## config.mk

```make
export PLATFORM = sky130hd
export DESIGN_NAME = uart_doc_tx
export DESIGN_NICKNAME = d
export VERILOG_FILES = /design/src/rtl/uart_doc_tx.sv
export SDC_FILE = /design/constraint.sdc
export NUM_CORES = 1
export LEC_CHECK = 0
export CAP_MARGIN = 30
export CORE_UTILIZATION = 45
export CTS_CLUSTER_SIZE = 40
export DETAILED_ROUTE_END_ITERATION = 6
export PLACE_DENSITY = 0.78
export SYNTH_ARGS = -nofsm -noshare
export SYNTH_HDL_FRONTEND = slang
export SYNTH_SLANG_ARGS = --single-unit
```

## constraint.sdc

```tcl
create_clock -name clk -period 2.3 [get_ports clk]
set_input_delay 0.46 -clock clk [delete_from_list [all_inputs] [get_ports clk]]
set_output_delay 0.46 -clock clk [all_outputs]
set_load 0.02 [all_outputs]
```

## src/rtl/uart_doc_tx.sv

```systemverilog
// Streams a document buffer out over an 8N1 UART line, inserting CR/LF after
// every ROW_LEN characters; one dump per accepted start pulse.
module uart_doc_tx #(
  parameter int CLKS_PER_BIT = 217,
  parameter int ADDR_W       = 9,
  parameter int DOC_DEPTH    = 512,
  parameter int ROW_LEN      = 32
) (
  input  logic              clk,
  input  logic              rst,
  input  logic              start,
  output logic [ADDR_W-1:0] rd_addr,
  input  logic [7:0]        rd_data,
  output logic              read_enable,
  output logic              tx,
  output logic              busy,
  output logic              done
);

  localparam int CNT_W = (CLKS_PER_BIT > 1) ? $clog2(CLKS_PER_BIT) : 1;
  localparam int COL_W = $clog2(ROW_LEN + 1);
  localparam logic [CNT_W-1:0]  CNT_LAST  = CNT_W'(CLKS_PER_BIT - 1);
  localparam logic [ADDR_W-1:0] ADDR_LAST = ADDR_W'(DOC_DEPTH - 1);
  localparam logic [COL_W-1:0]  COL_END   = COL_W'(ROW_LEN);

  typedef enum logic [3:0] {
    ST_IDLE, ST_FETCH, ST_LOAD, ST_START, ST_DATA, ST_STOP, ST_NEXT, ST_FINISH
  } state_t;

  // Which byte the current frame carries: a document character or the row break.
  typedef enum logic [1:0] {PH_DOC, PH_CR, PH_LF} phase_t;

  state_t            state_r, state_s;
  phase_t            phase_r, phase_s;
  logic [CNT_W-1:0]  cnt_r, cnt_s;
  logic [2:0]        bit_r, bit_s;
  logic [7:0]        shift_r, shift_s;
  logic [ADDR_W-1:0] addr_r, addr_s;
  logic [COL_W-1:0]  col_r, col_s;
  logic              tx_r, tx_s;
  logic              busy_r, busy_s;
  logic              rden_r, rden_s;
  logic              done_r, done_s;
  logic              bit_end_s;
  logic [COL_W-1:0]  col_inc_s;

  assign bit_end_s   = (cnt_r == CNT_LAST);
  assign col_inc_s   = col_r + COL_W'(1);
  assign rd_addr     = addr_r;
  assign read_enable = rden_r;
  assign tx          = tx_r;
  assign busy        = busy_r;
  assign done        = done_r;

  // Next-state and next-output logic; tx is computed one edge ahead so it is a flop.
  always_comb begin
    state_s = state_r;
    phase_s = phase_r;
    cnt_s   = cnt_r;
    bit_s   = bit_r;
    shift_s = shift_r;
    addr_s  = addr_r;
    col_s   = col_r;
    tx_s    = tx_r;
    busy_s  = busy_r;
    rden_s  = rden_r;
    done_s  = 1'b0;
    case (state_r)
      ST_IDLE: begin
        tx_s   = 1'b1;
        busy_s = 1'b0;
        rden_s = 1'b0;
        if (start) begin
          state_s = ST_FETCH;
          phase_s = PH_DOC;
          addr_s  = '0;
          col_s   = '0;
          cnt_s   = '0;
          bit_s   = 3'd0;
          busy_s  = 1'b1;
          rden_s  = 1'b1;
        end else begin
          state_s = ST_IDLE;
        end
      end
      ST_FETCH: begin
        state_s = ST_LOAD;
      end
      ST_LOAD: begin
        shift_s = rd_data;
        tx_s    = 1'b0;
        cnt_s   = '0;
        state_s = ST_START;
      end
      ST_START: begin
        if (bit_end_s) begin
          cnt_s   = '0;
          bit_s   = 3'd0;
          tx_s    = shift_r[0];
          state_s = ST_DATA;
        end else begin
          cnt_s = cnt_r + CNT_W'(1);
        end
      end
      ST_DATA: begin
        if (bit_end_s) begin
          cnt_s   = '0;
          shift_s = {1'b0, shift_r[7:1]};
          if (bit_r == 3'd7) begin
            tx_s    = 1'b1;
            state_s = ST_STOP;
          end else begin
            bit_s = bit_r + 3'd1;
            tx_s  = shift_r[1];
          end
        end else begin
          cnt_s = cnt_r + CNT_W'(1);
        end
      end
      ST_STOP: begin
        if (bit_end_s) begin
          cnt_s   = '0;
          state_s = ST_NEXT;
        end else begin
          cnt_s = cnt_r + CNT_W'(1);
        end
      end
      ST_NEXT: begin
        case (phase_r)
          PH_DOC: begin
            col_s = col_inc_s;
            if (col_inc_s == COL_END) begin
              phase_s = PH_CR;
              shift_s = 8'h0D;
              tx_s    = 1'b0;
              cnt_s   = '0;
              state_s = ST_START;
            end else if (addr_r == ADDR_LAST) begin
              done_s  = 1'b1;
              state_s = ST_FINISH;
            end else begin
              addr_s  = addr_r + ADDR_W'(1);
              state_s = ST_FETCH;
            end
          end
          PH_CR: begin
            phase_s = PH_LF;
            shift_s = 8'h0A;
            tx_s    = 1'b0;
            cnt_s   = '0;
            state_s = ST_START;
          end
          PH_LF: begin
            phase_s = PH_DOC;
            col_s   = '0;
            if (addr_r == ADDR_LAST) begin
              done_s  = 1'b1;
              state_s = ST_FINISH;
            end else begin
              addr_s  = addr_r + ADDR_W'(1);
              state_s = ST_FETCH;
            end
          end
          default: begin
            phase_s = PH_DOC;
            tx_s    = 1'b1;
            busy_s  = 1'b0;
            rden_s  = 1'b0;
            state_s = ST_IDLE;
          end
        endcase
      end
      ST_FINISH: begin
        tx_s    = 1'b1;
        busy_s  = 1'b0;
        rden_s  = 1'b0;
        state_s = ST_IDLE;
      end
      default: begin
        tx_s    = 1'b1;
        busy_s  = 1'b0;
        rden_s  = 1'b0;
        state_s = ST_IDLE;
      end
    endcase
  end

  // State and output registers with synchronous reset to an idle, high line.
  always_ff @(posedge clk) begin
    if (rst) begin
      state_r <= ST_IDLE;
      phase_r <= PH_DOC;
      cnt_r   <= '0;
      bit_r   <= 3'd0;
      shift_r <= 8'h00;
      addr_r  <= '0;
      col_r   <= '0;
      tx_r    <= 1'b1;
      busy_r  <= 1'b0;
      rden_r  <= 1'b0;
      done_r  <= 1'b0;
    end else begin
      state_r <= state_s;
      phase_r <= phase_s;
      cnt_r   <= cnt_s;
      bit_r   <= bit_s;
      shift_r <= shift_s;
      addr_r  <= addr_s;
      col_r   <= col_s;
      tx_r    <= tx_s;
      busy_r  <= busy_s;
      rden_r  <= rden_s;
      done_r  <= done_s;
    end
  end

endmodule

```

==> run_results.csv <==
group,metric,value,unit
timing,skew,9.35,ps
pwr,p_sw_share,26.9,%
timing,worst_pin_slew,573,ps
detailed_routing,vias,2369,
die,row_count,26,
die,die-area,5620,sq um
timing,slew_headroom,61.6,%
die,die_y,75.0,microns
layout,instances_no_fill,401,
timing,report.final.slew_viol_count,0,
critical_path,crit_type,"flop to flop",
timing,finalHoldViolations,0,
synth,synthTopCellsByArea,"dfxtp_1, a21oi_1, nor2_1",
cts,tritoncts,"done",
synth,synth_edf_count,0,
die,initial_core_util,46.9,%
layout,multi_input_area,1490,sq um
synth,ys_seq_area_share,35.1,%
die,pin_count,24,
grt,grtUsageTotal,21.3,%
critical_path,reg2reg_to,"rd_addr[4]",
placed_design,numPlacedInstances,391,
placed_design,pre_cts_ws,-300,ps
synth,synth_top_area_share,35.1,%
cts,htree_levels,2,
timing,setup_viol_count_final,0,
detailed_routing,dr.pass1.iters,4,
pwr,leakage,1.03,nW
pwr,seqPwrFrac,50.8,%
layout,antenna_cells,0,
grt,grt_overflow,0,
layout,seq_area,845,sq um
critical_path,path_max_fanout,5,
pwr,powerDensity,517,nW/um^2
grt,grt_pass1_vias,2022,
synth,synth-seq-cells,42,
timing,timing.final.ws_setup,74.3,ps
placed_design,place.gp.congestion,0.838,
pwr,share_comb_of_total_power,16.6,%
synth,ys_types,57,
pwr,internal-power,0.00111,W
synth,ys_warn_count,0,
cts,clk_pin_slew_worst_paths,80,ps
placed_design,io_buffers,23,
die,die_w,75.0,microns
pwr,p_switching,0.000408,W
critical_path,cp_data_arrival_time,2460,ps
synth,synth-main-ff-cell,"dfxtp_1",
cts,cts.path.max_buffers,2,
layout,utilization,57.5,%
worst_hold_path,hold_start,"rd_addr[6]",
detailed_routing,via_per_inst,5.91,
detailed_routing,drt_iter0_drc,140,
cts,clockRootBuffer,"clkbuf_8",
critical_path,start_kind,"flop",
timing,fmax,449,MHz
layout,fill_cells,521,
layout,drive_gt1_share,16.0,%
detailed_routing,drc,0,
detailed_routing,antenna_left,0,
cts,cts_inserted_buffers,5,
placed_design,dp_hpwl,3890,microns
synth,synth_top_cell_by_area,"dfxtp_1",
critical_path,r2r_setup_slack,70,ps
run_status,outcome,"completed",
pwr,p_clk_share,32.7,%
detailed_routing,totalWireLength,5660,microns
die,core,5110,sq um
cts,clock_sinks,42,
pwr,ir_drop,0.271,mV
worst_hold_path,hold_path_depth,2,
synth,async_flop_share,0,%
timing,setup_tns,0,ps
grt,grt_pass1_wl,9290,microns
critical_path,cp-end-kind,"flop",
synth,syn_area,2400,sq um
synth,syn_avg_cell_area,8.04,sq um
synth,syn_inst,298,
run,drv_cap,0,
layout,synthToLayoutAreaGrowth,22.5,%
cts,worstSkewPairLatency,300,ps
layout,final_nets,348,
timing,layout_min_cycle_time,2230,ps
synth,syn_nets,316,
worst_hold_path,min_to,"rd_addr[6]",
critical_path,rr_worst_depth,8,
timing,finalCritPeriodShare,96.8,%
timing,rsz0062_at_grt,"true",
grt,grt_max_degree,37,
critical_path,timing.rr.start,"rd_addr[1]",
detailed_routing,post_drt_wl_per_cell,14.1,microns
critical_path,crit_required,2540,ps
grt,antenna_found_initial,0,
worst_hold_path,hold_path.class,"flop to flop",
## power groups by stage
stage               combinational (W)  clock [W]  sequential (W)
finish                       0.000252   0.000496        0.000770
floorplan                    0.000163          0        0.000782
global placement             0.000240          0        0.000785
global route                 0.000279   0.000542        0.000773
detailed placement           0.000244          0        0.000786
CTS                          0.000245   0.000505        0.000769
## per-stage QoR
step                total power (W)  hold slack (ps)  instance area, sq um
floorplan                  0.000946              445                  2400
global placement            0.00103              459                  2790
detailed placement          0.00103              467                  2790
CTS                         0.00152              491                  2880
global route                0.00159              510                  2940
finish                      0.00152              487                  2940
## worst max-delay path, stage by stage, from the launching register on
cell and delay [ps]:
dfxtp_2 340, ha_4 160, nand3_2 70, nor2_2 40
ha_2 190, o31a_4 290, or4b_4 480, or4_1 510
o21ai_1 80
## layout make-up
cell class	count	area share, %
Multi-Input combinational cell	230	50.6
Sequential cell	42	28.8
Timing Repair Buffer	46	13.9
Tap cell	70	2.98
Clock buffer	7	2.94
Inverter	5	0.639
Clock inverter	1	0.170
## per-layer routing
| layer | wire [microns] | share of wire (%) | vias to the layer above | global-route usage (%) |
|---|---|---|---|---|
| met5 | 0 | 0 | - | 0 |
| met2 | 2700 | 48 | 45 | 33.8 |
| li1 | - | - | 1196 | - |
| met3 | 180 | 3.2 | 4 | 4.55 |
| met1 | 2740 | 48 | 1124 | 29.5 |
| met4 | 42 | 0.74 | 0 | 5.45 |
## timing repair
item	CTS	global route
setup buffers	0	2
resized for setup	1	11
pin swaps	0	5
hold buffers	0	0
endpoints found under the setup margin	1	16
hold endpoints to repair	0	0
## how the worst max path moves through the flow
stage	depth (start not counted)	startpoint	end	slack [ps]
5_1_grt	9	rd_addr[1]	rd_addr[5]	-4
4_1_cts	6	start	rd_addr[4]	6
3_5_place_dp	6	start	rd_addr[4]	-300
6_report	8	rd_addr[1]	rd_addr[4]	70
2_1_floorplan	8	rd_addr[1]	rd_addr[4]	10
3_3_place_gp	6	start	rd_addr[4]	-290
## flip-flops by register name, indices dropped and copies added (netlist names)
signal	flops
done	1
phase_r	2
bit_r	3
tx	1
state_r	3
cnt_r	8
read_enable	1
shift_r	8
col_r	6
rd_addr	9
## synthesized netlist by cell type (2+ instances only)
cell type  count
o21ai_1        2
nand4_1        4
a21o_1         4
a21oi_1       31
clkbuf_1      17
nor2b_1        4
and3_1         3
mux2i_1        3
o21ai_0       15
ha_1           7
buf_2          3
a311oi_1       9
or3b_2         2
nor2_1        28
nor3_2         2
o31ai_1        6
nor4b_1        2
clkinv_1       2
nand2_1       27
nand3_1        8
nor3b_1        3
a41oi_1        2
o2111ai_1      2
nand2b_1       3
inv_1          3
or4_1          6
dfxtp_1       42
a31o_2         3
a211oi_1       6
nand4b_1       2
o311a_1        2
nor4_1         4
a211o_1        2
or3_1          9
nand3b_1       4
nor3_1         5
## layout by cell type, fill, tap and decap left out, types with 4 or more instances in the layout
| master | count |
|---|---|
| nand2_1 | 27 |
| a211oi_1 | 6 |
| or3_1 | 9 |
| nand3b_1 | 4 |
| o31ai_1 | 5 |
| nor2_1 | 26 |
| o21ai_0 | 15 |
| nand4_1 | 4 |
| buf_4 | 22 |
| nand3_1 | 7 |
| a21oi_1 | 31 |
| clkbuf_8 | 6 |
| ha_1 | 5 |
| nor3_1 | 5 |
| a21o_1 | 4 |
| nor4_1 | 4 |
| or4_1 | 6 |
| clkdlybuf4s50_1 | 22 |
| nor2b_1 | 4 |
| dfxtp_1 | 39 |
| a311oi_1 | 9 |
## cells by family (layout without fill, tap and decap cells)
family / count (synthesis) / after routing / share of synthesized area (%)
AOI/OAI and AO/OA: 96 / 96 / 27.1
adders and majority gates: 7 / 7 / 3.65
buffers and inverters: 26 / 59 / 4.38
DFF: 42 / 42 / 35.1
muxes: 4 / 4 / 1.72
and+or+nand+nor: 123 / 123 / 28.1
(Power assumes the default switching activity.)
